===== src/rtl/apb_pkg.sv =====
// Shared APB definitions: master FSM state encoding and the byte-lane alignment helper.
package apb_pkg;

  typedef enum logic [1:0] {
    IDLE   = 2'd0,
    SETUP  = 2'd1,
    ACCESS = 2'd2,
    RESP   = 2'd3
  } apb_state_t;

  // Number of address LSBs that select a byte within one data word.
  function automatic int unsigned addr_lsb(input int unsigned dw);
    return $clog2(dw / 8);
  endfunction

endpackage


===== src/rtl/apb_master.sv =====
// APB master: converts single read/write commands into APB SETUP/ACCESS transfers,
// rejecting misaligned addresses and bounding the ACCESS phase with a timeout.
module apb_master
  import apb_pkg::*;
#(
  parameter int unsigned AW      = 16,
  parameter int unsigned DW      = 32,
  parameter int unsigned TIMEOUT = 16
) (
  input  logic          PCLK,
  input  logic          PRESET,
  input  logic          cmd_valid,
  output logic          cmd_ready,
  input  logic          cmd_write,
  input  logic [AW-1:0] cmd_addr,
  input  logic [DW-1:0] cmd_wdata,
  output logic          rsp_valid,
  input  logic          rsp_ready,
  output logic [DW-1:0] rsp_rdata,
  output logic          rsp_err,
  output logic          rsp_timeout,
  output logic          PSEL,
  output logic          PENABLE,
  output logic          PWRITE,
  output logic [AW-1:0] PADDR,
  output logic [DW-1:0] PWDATA,
  input  logic [DW-1:0] PRDATA,
  input  logic          PREADY,
  input  logic          PSLVERR
);

  localparam int unsigned   ADDR_LSB   = addr_lsb(DW);
  localparam int unsigned   CW         = $clog2(TIMEOUT + 1);
  localparam logic [AW-1:0] ALIGN_MASK = AW'((1 << ADDR_LSB) - 1);

  apb_state_t    state;
  logic [CW-1:0] wait_cnt;
  logic [CW-1:0] wait_nxt;
  logic          aligned;

  // Reset gates cmd_ready so nothing is accepted while PRESET is high.
  assign cmd_ready = (state == IDLE) && !PRESET;
  assign aligned   = (cmd_addr & ALIGN_MASK) == '0;
  assign wait_nxt  = wait_cnt + CW'(1);

  always_ff @(posedge PCLK) begin
    if (PRESET) begin
      state       <= IDLE;
      wait_cnt    <= '0;
      PSEL        <= 1'b0;
      PENABLE     <= 1'b0;
      PWRITE      <= 1'b0;
      PADDR       <= '0;
      PWDATA      <= '0;
      rsp_valid   <= 1'b0;
      rsp_rdata   <= '0;
      rsp_err     <= 1'b0;
      rsp_timeout <= 1'b0;
    end else begin
      case (state)
        IDLE: begin
          if (cmd_valid) begin
            if (aligned) begin
              PADDR  <= cmd_addr;
              PWDATA <= cmd_wdata;
              PWRITE <= cmd_write;
              PSEL   <= 1'b1;
              state  <= SETUP;
            end else begin
              // Misaligned: answer directly without touching the bus.
              rsp_valid   <= 1'b1;
              rsp_err     <= 1'b1;
              rsp_timeout <= 1'b0;
              rsp_rdata   <= '0;
              state       <= RESP;
            end
          end
        end
        SETUP: begin
          PENABLE  <= 1'b1;
          wait_cnt <= '0;
          state    <= ACCESS;
        end
        ACCESS: begin
          if (PREADY) begin
            PSEL        <= 1'b0;
            PENABLE     <= 1'b0;
            rsp_valid   <= 1'b1;
            rsp_err     <= PSLVERR;
            rsp_timeout <= 1'b0;
            rsp_rdata   <= (!PWRITE && !PSLVERR) ? PRDATA : '0;
            state       <= RESP;
          end else if (wait_nxt == CW'(TIMEOUT)) begin
            PSEL        <= 1'b0;
            PENABLE     <= 1'b0;
            wait_cnt    <= wait_nxt;
            rsp_valid   <= 1'b1;
            rsp_err     <= 1'b1;
            rsp_timeout <= 1'b1;
            rsp_rdata   <= '0;
            state       <= RESP;
          end else begin
            wait_cnt <= wait_nxt;
          end
        end
        RESP: begin
          if (rsp_ready) begin
            rsp_valid <= 1'b0;
            state     <= IDLE;
          end
        end
        default: state <= IDLE;
      endcase
    end
  end

endmodule


===== config.mk =====
export PLATFORM = sky130hd
export DESIGN_NAME = apb_master
export DESIGN_NICKNAME = d
export VERILOG_FILES = /design/src/rtl/apb_pkg.sv /design/src/rtl/apb_master.sv
export SDC_FILE = /design/constraint.sdc
export NUM_CORES = 1
export LEC_CHECK = 0
export CAP_MARGIN = 40
export CORE_MARGIN = 2
export CORE_UTILIZATION = 57
export DETAILED_ROUTE_END_ITERATION = 10
export DONT_BUFFER_PORTS = 1
export PLACE_DENSITY = 0.72
export RECOVER_POWER = 50
export SETUP_SLACK_MARGIN = 0.15
export SYNTH_ARGS = -nofsm -noshare
export SYNTH_HDL_FRONTEND = slang
export SYNTH_SLANG_ARGS = --single-unit

===== constraint.sdc =====
create_clock -name PCLK -period 3.7 [get_ports PCLK]
set_input_delay 1.11 -clock PCLK [delete_from_list [all_inputs] [get_ports PCLK]]
set_output_delay 1.11 -clock PCLK [all_outputs]
set_load 0.1 [all_outputs]

# == After elaboration in Yosys (flattened, before gate mapping) ==
# Cells that the tools add are included.
# word_totals
reg_bits,93
latchBits,0
mem_bits_rw,0
rom_bits,0
inputBits,87
out_inout_bits,87
wordCells,71
n_memories,0
# classes
n_addsub,1
n_mul,0
n_div,0
magnitude_cmp,0
n_eq_ne,10
shifts,0
n_mux,32
bitwise,0
n_reduce_logical,17
# op_table
op,count
$mux 32,5
$pmux 32 s2,1
$logic_not 16->1,1
$mux 1,13
$mux 2,5
$ne 2x2->1 const B,5
$pmux 5 s2,1
$pmux 1 s2,4
$pmux 2 s4,1
$reduce_and 4->1,2
$reduce_and 3->1,2
$add 5x1->5 const B,1
$eq 5x5->1 const B,1
$mux 5,1
$reduce_and 5->1,1
$eq 2x2->1 const B,2
$reduce_and 2->1,2
$reduce_bool 2->1,2
$logic_not 1->1,3
$ne 3x3->1 const B,1
$pmux 1 s3,1
$reduce_bool 3->1,1
$eq 2x1->1 const B,1
$logic_and 1x1->1,2
$logic_not 2->1,1

# == Longest topological paths before layout ==
# Gate-level depths: netlist of the first run.
# depth
word_depth,5
mapped_depth,10
depth_no_buf,7

# == Least setup slack after synthesis of the first run ==
# No wires, ideal clock.
# synth_path
path_type,input to output
start,in PRESET
end,out cmd_ready
arrival_time_ns,2.838
required_ns,2.590
path_slack_ns,-0.248
cell_stages,3
n_path_buf,2
path_cell_list,clkbuf_1 -> buf_1 -> nor2b_1
# synth_via
elab_chain_cells,2
# synth_lines
element,line_no,rtl
"start, declared",apb_master.sv:11,"input logic PRESET,"
$logic_not 1->1,apb_master.sv:42,assign cmd_ready = (state == IDLE) && !PRESET;
$logic_and 1x1->1,apb_master.sv:42,
"end, declared",apb_master.sv:13,"output logic cmd_ready,"
# No other way between the ends.

# == Worst setup path in the final report of the first run ==
# layout_path
start,reg state[1]
end,out cmd_ready
# layout_via
elab_chain_cells,2
# layout_lines
element,line_no,rtl
"start, declared",apb_master.sv:36,apb_state_t state;
"start signal, assigned",apb_master.sv:48,state <= IDLE;
"start signal, assigned",apb_master.sv:68,state <= SETUP;
"start signal, assigned",apb_master.sv:75,state <= RESP;
$logic_not 2->1,apb_master.sv:42,
$logic_and 1x1->1,apb_master.sv:42,
# No other way between the ends.

==> summary.md, run 1 <==
| Metric | Value |
|---|---|
| Clk_lat worst skew | 0.35 ns |
| Register area share after synthesis | 51.1% |
| Antenna Nets Post-Route | 0 |
| Status | complete, no violations |
| Yosys cell types | 36 |
| Mapped Nets | 533 |
| Syn-to-layout area delta | 18.1% |
| Cell count after synthesis | 440 |
| RSZ-0062 raised after global routing | false |
| First-pass GRT wire length | 16300 um |
| CTS buffer count | 9 |
| Yosys synthesis warning count | 0 |
| Critical path class | flip-flop to output pin |
| DR vias | 3310 |
| Number of H-tree levels | 3 |
| Hold path start | PWDATA[14] |
| # setup viols final | 0 |
| TritonCTS clock tree | done |
| VDD IR max | 433 uV |
| Hold_buf cts | 0 |
| Placer Congestion | 0.812 |
| Post-CTS Setup Bufs | 0 |
| Clk pwr share | 23.9% |
| Slack of the worst reg-to-reg path | 1.02 ns |
| CP Max Fanout | 10 |
| Vias in the first global route | 3441 |
| CTS sink cnt | 93 |
| Pin count of the biggest net entering global routing | 67 |
| Design Area, Final | 4310 um2 |
| Slew Viols, Final | 0 |
| # IOs | 174 |
| Most common cell after layout, fill and taps aside | nand2_1 |
| Multi-input logic area | 1600 um2 |
| Critical Path AT | 1.69 ns |
| Die Y | 84.0 um |
| Seq pwr share | 40.1% |
| Post-DR wirelength/cell | 16.4 um |
| Worst relative slew slack | 18.8% |
| Worst Slack Setup Final | 0.897 ns |
| Leakage power | 1.54 nW |
| Row Count | 29 |
| Dpl ws | 0.938 ns |
| Peak Freq | 357 MHz |
| Setup TNS | 0 ns |
| Post-Layout Cell Count | 592 |
| Post-cts gate resize count | 0 |
| # diodes | 0 |
| CP Capture Type | output pin |
| Max-Cap Viols | 0 |
| CTS max path bufs | 2 |
| Clock transition at the registers of the reported paths | 0.09 ns |
| Proportion of power drawn by combinational gates | 36.0% |
| Vias per std cell | 5.59 |
| GR Util All Layers | 28.5% |
| Die width | 84.0 um |
| Worst R2R Path Depth | 8 |
| Tightest Pin Transition | 1.22 ns |
| PwrDens | 652 nW/um2 |
| Core ar. | 6280 um2 |
| # fillers | 507 |
| Cells after DPL | 576 |
| Hold EP | PWDATA[14] |
| Hold path cells | 2 |
| Clock root buffer master | clkbuf_8 |
| RR Endpoint | rsp_rdata[31] |
| Register bit total from synthesis | 93 |
| Commonest non-fill, non-tap cells in the layout | nand2_1 (132), dfxtp_1 (93), clkbuf_1 (77) |
| FF+latch area | 1860 um2 |
| Initial core utilization | 58.1% |
| Net Switching | 1.18 mW |
| Final hold violations | 0 |
| Time the worst path needs with I/O delays and setup | 2.80 ns |
| Pint | 1.62 mW |
| Total Wirelength | 9720 um |
| # port buffers | 0 |
| Element type at the critical path start | flip-flop |
| Mapped Area | 3650 um2 |
| Syn Area/Cell | 8.29 um2 |
| Initial antenna violation count | 0 |
| DRC | 0 |
| Worst Hold Class | flip-flop to flip-flop |
| Fin Clk Skew | 0.0109 ns |
| Reg2reg start | state[0] |
| Iteration count of the initial detailed-routing pass | 4 |
| GRT overflow | 0 |
| Die ar. | 7050 um2 |
| Starting DRT DRC Count | 139 |
| Area after DPL | 5010 um2 |
| Crit path required time | 2.59 ns |
| Layout Nets | 603 |
| Switching share of total power | 42.1% |
| Final period util | 75.8% |
| Dpl hpwl | 7050 um |
| Share of layout cells above drive strength 1 | 7.57% |
[synthesized netlist by cell type]
cell type,count,share of area [%]
a31o_1,29,7.0
nor2b_4,1,0.38
a211o_1,1,0.24
nor2b_1,4,0.69
mux2i_1,2,0.55
nor3b_1,2,0.41
buf_1,1,0.10
nor3_2,1,0.27
nand3b_1,2,0.41
a221oi_2,1,0.41
nor2_1,42,4.3
buf_6,5,1.5
a31o_2,4,0.96
dfxtp_1,93,51
and3_1,3,0.51
o22ai_1,1,0.17
clkbuf_1,20,2.1
a21oi_1,55,7.5
a41oi_1,1,0.24
a32oi_1,1,0.24
ha_1,6,2.1
nor3_1,2,0.27
nand4_1,1,0.17
buf_2,6,0.82
nand2_1,132,14
o21ai_0,5,0.69
o21ai_1,1,0.14
inv_1,5,0.51
a311oi_1,1,0.24
a21bo_2,1,0.27
nand3_1,3,0.41
a21o_1,1,0.21
and4b_1,3,0.82
a22oi_1,2,0.41
inv_2,1,0.10
a31oi_1,1,0.17
[power groups by stage]
| stage | registers [mW] | logic [mW] | clock network (mW) |
|---|---|---|---|
| after global routing | 1.14 | 1.08 | 0.719 |
| after CTS | 1.14 | 1.11 | 0.677 |
| after detailed placement | 1.16 | 1.10 | 0 |
| after floorplan | 1.52 | 0.511 | 0 |
| final | 1.12 | 1.01 | 0.670 |
| after global placement | 1.54 | 0.490 | 0 |
[metrics by stage]
| stage | hold WS, ns | util (%) | power, mW |
|---|---|---|---|
| after floorplan | 0.492 | - | 2.04 |
| after global placement | 0.514 | 57.8 | 2.03 |
| after detailed placement | 0.468 | 79.8 | 2.27 |
| after CTS | 0.481 | 82.8 | 2.92 |
| after global routing | 0.467 | 68.6 | 2.93 |
| final | 0.454 | 68.6 | 2.81 |
[final cells by class]
class / instances / area share [%]
Inverter: 6 / 0.523
Timing Repair Buffer: 91 / 12.4
Tap cell: 77 / 2.24
Clock inverter: 4 / 1.10
Sequential cell: 93 / 43.2
Clock buffer: 12 / 3.37
Multi-Input combinational cell: 309 / 37.1
[cell families after synthesis]
group | after synthesis | share of synthesized area, %
fa+ha+maj | 6 | 2.06
compound gates | 105 | 18.9
mux | 2 | 0.549
buf+inv | 38 | 5.15
simple gates | 196 | 22.3
flops | 93 | 51.1
[worst max-delay path by stage]
stage / startpoint / endpoint / slack [ns] / cells past startpoint
detailed placement: cmd_addr[0] / rsp_rdata[17] / 0.94 / 6
finish: state[1] / cmd_ready / 0.90 / 4
CTS: state[1] / cmd_ready / 0.87 / 4
global placement: cmd_addr[0] / rsp_rdata[31] / 1.04 / 6
global route: state[0] / rsp_rdata[17] / 0.76 / 8
floorplan: PRESET / cmd_ready / 0.27 / 3
[worst max-delay path, cell delays in order (launching register included)]
cell,delay (ns)
dfxtp_1,0.33
inv_1,0.13
ha_1,0.37
nor2b_2,0.21
buf_4,0.29
[registers in the layout (all words and copies together), names as in the netlist]
name	flops
PWDATA	32
rsp_rdata	32
PADDR	16
wait_cnt	5
state	2
PENABLE	1
PSEL	1
PWRITE	1
rsp_err	1
rsp_timeout	1
rsp_valid	1
[layer usage]
layer / up-vias / routed length [um] / track usage, % / part of all wire (%)
li1: 1608 / - / - / -
met1: 1544 / 3930 / 32.7 / 40
met2: 141 / 4970 / 50.8 / 51
met3: 17 / 646 / 7.12 / 6.6
met4: 0 / 179 / 10.9 / 1.8
met5: - / 0 / 0 / 0
Power figures use the tool's default switching activity.
==> run 2: changes to the inputs <==
Clock period 3.7 ns to 2.85 ns, I/O delays scaled along.
==> run 2 against run 1 <==
  * Die area is the same
  * First-iteration DRC count shrank 15%
  * Via count shrank 4.5%
  * Register-to-register slack lost 0.38 ns
  * Routed wire length shrank 17%
  * Count of clock-buffer cells in the layout shrank 3
  * Sequential cell count is the same
  * Clock skew shrank 0.0027 ns
  * Combinational power grew 28%
  * Highest routed layer unchanged
==> summary.md, run 2 (synthesized netlist as in run 1, its figures left out) <==
| Metric | Value |
|---|---|
| RSZ-0062 raised after global routing | false |
| Number of H-tree levels | 3 |
| Worst-path cell chain | inv_1 -> ha_2 -> nor2b_4 |
| DRC | 0 |
| Starting DRT DRC Count | 118 |
| Core ar. | 6280 um2 |
| # port buffers | 0 |
| Worst R2R Path Depth | 8 |
| Clock root buffer master | clkbuf_8 |
| Beginning of the critical path | state[1] |
| Post-Layout Cell Count | 593 |
| Max-Cap Viols | 0 |
| Status | complete, no violations |
| Critical-path top delay cell | nor2b_4 |
| GR Util All Layers | 22.8% |
| Fin Clk Skew | 0.00817 ns |
| Placer Congestion | 0.802 |
| Switching share of total power | 41.3% |
| Element type at the critical path start | flip-flop |
| Dpl ws | 0.583 ns |
| Crit path capture | cmd_ready |
| Hold_buf cts | 0 |
| Layout Nets | 604 |
| Seq pwr share | 38.9% |
| Initial antenna violation count | 0 |
| Proportion of power drawn by combinational gates | 35.1% |
| CTS max path bufs | 2 |
| Syn-to-layout area delta | 17.0% |
| Net Switching | 1.52 mW |
| Clk pwr share | 26.0% |
| CP Capture Type | output pin |
| # IOs | 174 |
| Reg2reg start | state[0] |
| Worst relative slew slack | 16.4% |
| Die width | 84.0 um |
| Leakage power | 1.56 nW |
| Area after DPL | 4300 um2 |
| Critical path class | flip-flop to output pin |
| Die ar. | 7050 um2 |
| Most common cell after layout, fill and taps aside | nand2_1 |
| Slack of the worst reg-to-reg path | 0.64 ns |
| First-pass GRT wire length | 13200 um |
| Peak Freq | 397 MHz |
| GRT overflow | 0 |
| DR vias | 3162 |
| VDD IR max | 610 uV |
| Cells after DPL | 577 |
| Critical Path AT | 1.67 ns |
| Vias per std cell | 5.33 |
| Worst Slack Setup Final | 0.329 ns |
| Time the worst path needs with I/O delays and setup | 2.52 ns |
| Delay-heaviest family, CP | simple AND/OR/NAND/NOR gates |
| Clock transition at the registers of the reported paths | 0.09 ns |
| Total Wirelength | 8030 um |
| Die Y | 84.0 um |
| Worst Path Buf+Inv | 1 |
| WP depth | 3 |
| Post-cts gate resize count | 0 |
| Setup TNS | 0 ns |
| RR Endpoint | rsp_rdata[17] |
| TritonCTS clock tree | done |
| Dpl hpwl | 5680 um |
| Slowest stage delay, CP | 0.58 ns |
| Post-CTS Setup Bufs | 0 |
| PwrDens | 861 nW/um2 |
| Pint | 2.16 mW |
| Final period util | 88.5% |
| Clk_lat worst skew | 0.34 ns |
| Fin util | 68.0% |
| Post-DR wirelength/cell | 13.5 um |
| Hold path start | PWDATA[30] |
| CTS buffer count | 9 |
| Design Area, Final | 4270 um2 |
| Top Registers | PWDATA: 32 flops, rsp_rdata: 32 flops, PADDR: 16 flops |
| CP Max Fanout | 10 |
| Final hold violations | 0 |
| Pin count of the biggest net entering global routing | 67 |
| Crit path required time | 2.00 ns |
| Initial core utilization | 58.1% |
| Worst Hold Class | flip-flop to flip-flop |
| Slew Viols, Final | 0 |
| Antenna Nets Post-Route | 0 |
| Commonest non-fill, non-tap cells in the layout | nand2_1 (132), dfxtp_1 (93), clkbuf_1 (67) |
| Share of layout cells above drive strength 1 | 10.1% |
| CTS sink cnt | 93 |
| Row Count | 29 |
| # setup viols final | 0 |
| Tightest Pin Transition | 1.25 ns |
| Vias in the first global route | 3021 |
| # diodes | 0 |
| Iteration count of the initial detailed-routing pass | 4 |
==> run 2: changes by cell type in the layout (fill, tap and decap cells not counted), sizes merged <==
| cell | change |
|---|---|
| inv | +2 |
| clkinvlp | +1 |
| clkbuf | -11 |
| bufinv | +1 |
| clkinv | -1 |
| buf | +9 |
==> run 2: cell type report <==
type / count / area (um2)
Sequential cell: 93 / 1860
Multi-Input combinational cell: 309 / 1610
Inverter: 6 / 22.5
Tap cell: 77 / 96.3
Fill cell: 578 / 2010
Clock inverter: 7 / 97.6
Clock buffer: 9 / 124
Timing Repair Buffer: 92 / 452
==> run 2: power by group through the flow <==
stage,clock network (mW),logic (mW),registers [mW]
3_5_place_dp,0,1.33,1.46
2_1_floorplan,0,0.670,1.98
4_1_cts,0.982,1.34,1.43
5_1_grt,1.04,1.38,1.44
6_report,0.954,1.29,1.43
3_3_place_gp,0,1.32,1.46
==> run 2: worst min-delay path by stage <==
stage	end	slack, ns	depth (start not counted)
after floorplan	wait_cnt[2]	0.49	2
after global placement	PADDR[3]	0.44	2
after detailed placement	PWDATA[22]	0.44	2
after CTS	PWDATA[22]	0.46	2
after global routing	PWDATA[22]	0.47	2
final	PWDATA[30]	0.46	2
==> run 2: metal layers <==
| metal | global-route usage [%] | up-vias | wire length [um] |
|---|---|---|---|
| met1 | 26.3 | 1424 | 3350 |
| met4 | 8.21 | 0 | 112 |
| met3 | 6.92 | 10 | 630 |
| met2 | 39.9 | 114 | 3940 |
| li1 | - | 1614 | - |
| met5 | 0 | - | 0 |
==> run 2: worst min-delay path: cells and delay by family (launching register included) <==
| kind | cells | cell delay (ns) |
|---|---|---|
| flip-flops | 1 | 0.32 |
| AND/OR/NAND/NOR | 1 | 0.05 |
| AO/OA/AOI/OAI | 1 | 0.05 |
==> run 2: per-stage QoR <==
stage          hold slack [ns]  total power [mW]
2_1_floorplan            0.492              2.65
3_3_place_gp             0.437              2.78
3_5_place_dp             0.442              2.79
4_1_cts                  0.455              3.75
5_1_grt                  0.466              3.86
6_report                 0.455              3.67
==> run 3: changes to the inputs <==
Settings changed: ABC_AREA set to 1, CORE_UTILIZATION 57 to 35, PLACE_DENSITY 0.72 to unset, RECOVER_POWER 50 to 25.
==> run 3 against run 2 <==
  * Routed wire length grew 33%
  * Hold slack gained 0.0082 ns
  * Critical path depth grew 1
  * Total power grew 22%
  * Setup slack gained 0.084 ns
  * Maximum frequency grew 3.4%
  * Via count grew 16%
  * Highest routed layer unchanged
==> summary.md, run 3 <==
| Metric | Value |
|---|---|
| Tightest Pin Transition | 1.26 ns |
| Dominant cells by area after synthesis | dfxtp_1 (43%), nand2_1 (7.5%), nand3_2 (6.9%), a21oi_1 (6.5%), nand3_1 (6.5%) |
| Clock root buffer master | clkbuf_16 |
| Max-Cap Viols | 0 |
| DRC | 0 |
| Dpl ws | 0.633 ns |
| CTS max path bufs | 2 |
| Cell count after synthesis | 535 |
| # fillers | 1258 |
| Post-cts gate resize count | 0 |
| Status | complete, no violations |
| GRT overflow | 0 |
| Register bit total from synthesis | 93 |
| Pin count of the biggest net entering global routing | 86 |
| Crit path required time | 2.00 ns |
| Commonest non-fill, non-tap cells in the layout | dfxtp_1 (93), nand2_1 (87), nand3_1 (59) |
| Async set-reset flop share out of synthesis | 0% |
| Yosys top cell area share | 42.7% |
| Time the worst path needs with I/O delays and setup | 2.44 ns |
| Seq pwr share | 32.2% |
| # port buffers | 0 |
| CP Capture Type | output pin |
| Syn Area/Cell | 8.16 um2 |
| VDD IR max | 471 uV |
| Worst Path Buf+Inv | 2 |
| Post-CTS Setup Bufs | 0 |
| Worst Hold Class | flip-flop to flip-flop |
| Vias in the first global route | 3456 |
| Share of layout cells above drive strength 1 | 27.9% |
| Yosys synthesis warning count | 0 |
| Die ar. | 13400 um2 |
| First-pass GRT wire length | 16600 um |
| Dpl hpwl | 7250 um |
| Starting DRT DRC Count | 237 |
| # IOs | 174 |
| Hold_buf cts | 0 |
| Fin Clk Skew | 0.00590 ns |
| Number of H-tree levels | 3 |
| Element type at the critical path start | flip-flop |
| Synth Flop Type | dfxtp_1 |
| Row Count | 40 |
| Mapped Area | 4360 um2 |
| Net Switching | 2.02 mW |
| Mapped Nets | 628 |
| Final hold violations | 0 |
| CTS buffer count | 9 |
| Die width | 116 um |
| Layout Nets | 691 |
| Post-DR wirelength/cell | 13.8 um |
| TritonCTS clock tree | done |
| Post-synth top cells | dfxtp_1 (93), nand2_1 (87), a21oi_1 (57), nand3_1 (57), inv_1 (51) |
| DR vias | 3673 |
| Slowest stage delay, CP | 0.49 ns |
| Initial antenna violation count | 0 |
| Worst relative slew slack | 15.9% |
| Most instantiated library cell after synthesis | dfxtp_1 |
| GR Util All Layers | 15.9% |
| Delay-heaviest family, CP | simple AND/OR/NAND/NOR gates |
| Clock transition at the registers of the reported paths | 0.07 ns |
| Switching share of total power | 45.2% |
| Iteration count of the initial detailed-routing pass | 4 |
| Initial core utilization | 36.0% |
| Most common cell after layout, fill and taps aside | dfxtp_1 |
| RSZ-0062 raised after global routing | false |
| Register area share after synthesis | 42.7% |
| Critical path class | flip-flop to output pin |
| Core ar. | 12100 um2 |
| Antenna Nets Post-Route | 0 |
| Die Y | 116 um |
| CP Max Fanout | 4 |
| Critical-path top delay cell | nor2_4 |
| Syn-to-layout area delta | 17.1% |
| Worst-path cell chain | inv_1 -> ha_1 -> inv_2 -> nor2_4 |
| Clk_lat worst skew | 0.34 ns |
| Yosys cell types | 26 |
| # setup viols final | 0 |
| Pint | 2.45 mW |
| Critical Path AT | 1.58 ns |
| Setup TNS | 0 ns |
| Placer Congestion | 0.807 |
| Clk pwr share | 27.5% |
| Yosys top cell by area | dfxtp_1 |
| Vias per std cell | 4.76 |
| PwrDens | 876 nW/um2 |
| Top Registers | PWDATA: 32 flops, rsp_rdata: 32 flops, PADDR: 16 flops |
| Total Wirelength | 10600 um |
| Proportion of power drawn by combinational gates | 40.3% |
| Peak Freq | 410 MHz |
| Final period util | 85.5% |
| Worst Slack Setup Final | 0.413 ns |
| # diodes | 0 |
| Slew Viols, Final | 0 |
| Leakage power | 1.93 nW |
| EDFF count, synth | 0 |
| CTS sink cnt | 93 |
-- run 3: cell count changes after synthesis, sizes merged, moves of 3 or more --
cell   previous run  this run
nand3             3        89
inv               6        54
a21oi            55        88
a31o             33         0
nand2           132       111
buf              12        18
nor2b             5         0
nand4             1         5
and3              3         0
and4b             3         0
nor2             42        45
o21ai             6         3
-- run 3: per-layer routing --
layer  global-route usage [%]  up-vias  routed length [um]
met5                        0        -                   0
met4                     6.75        0                 170
met3                     5.23       11                 840
met2                     26.5      141                5010
met1                     18.9     1671                4620
li1                         -     1850                   -
-- run 3: power by group through the flow --
stage	registers, mW	clock network (mW)	logic [mW]
final	1.44	1.23	1.80
after global placement	1.47	0	1.84
after detailed placement	1.47	0	1.86
after global routing	1.45	1.34	1.93
after CTS	1.44	1.28	1.87
after floorplan	2.08	0	1.20
-- run 3: worst reg2reg max path, cell delays in order, from the launching register on --
cell     delay [ns]
dfxtp_1        0.41
ha_1           0.23
nand4_1        0.14
nand2_2        0.09
nand3_1        0.11
nand3_1        0.25
nand3_4        0.48
nand2_1        0.26
a21oi_2        0.08
-- run 3: path summary, 6_finish.rpt --
path / startpoint / to / slack [ns] / cells past startpoint
max reg2reg: wait_cnt[0] / rsp_rdata[2] / 0.69 / 8
min: PADDR[11] / PADDR[11] / 0.46 / 2
min reg2reg: PADDR[11] / PADDR[11] / 0.46 / 2
max: state[0] / cmd_ready / 0.41 / 4
-- run 3: layout make-up --
class	count	area (um2)	share of cell area (%)
clock buffer	11	253	4.94
clock inverter	5	58.8	1.15
inverter	55	214	4.19
multi-input combinational	350	1990	39.0
sequential	93	1860	36.4
tap	168	210	4.11
timing repair buffer	89	519	10.2
-- run 3: kinds of logic (layout without fill, tap and decap cells) --
kind of cell,Yosys count,count (layout),synth area share [%]
buffers and inverters,92,160,11.4
adder cells (fa/ha/maj),6,6,1.72
AND/OR/NAND/NOR,253,253,31.1
flip-flops,93,93,42.7
AO/OA/AOI/OAI,91,91,13.1
-- run 3: through the flow --
stage	utilization [%]	cell area, um2	power [mW]	hold slack (ns)	instances
global route	42.2	5110	4.72	0.474	771
detailed placement	41.0	4970	3.34	0.451	755
floorplan	-	4370	3.28	0.452	535
global placement	41.0	4970	3.30	0.444	755
finish	42.2	5110	4.48	0.463	771
CTS	43.6	5280	4.59	0.461	771
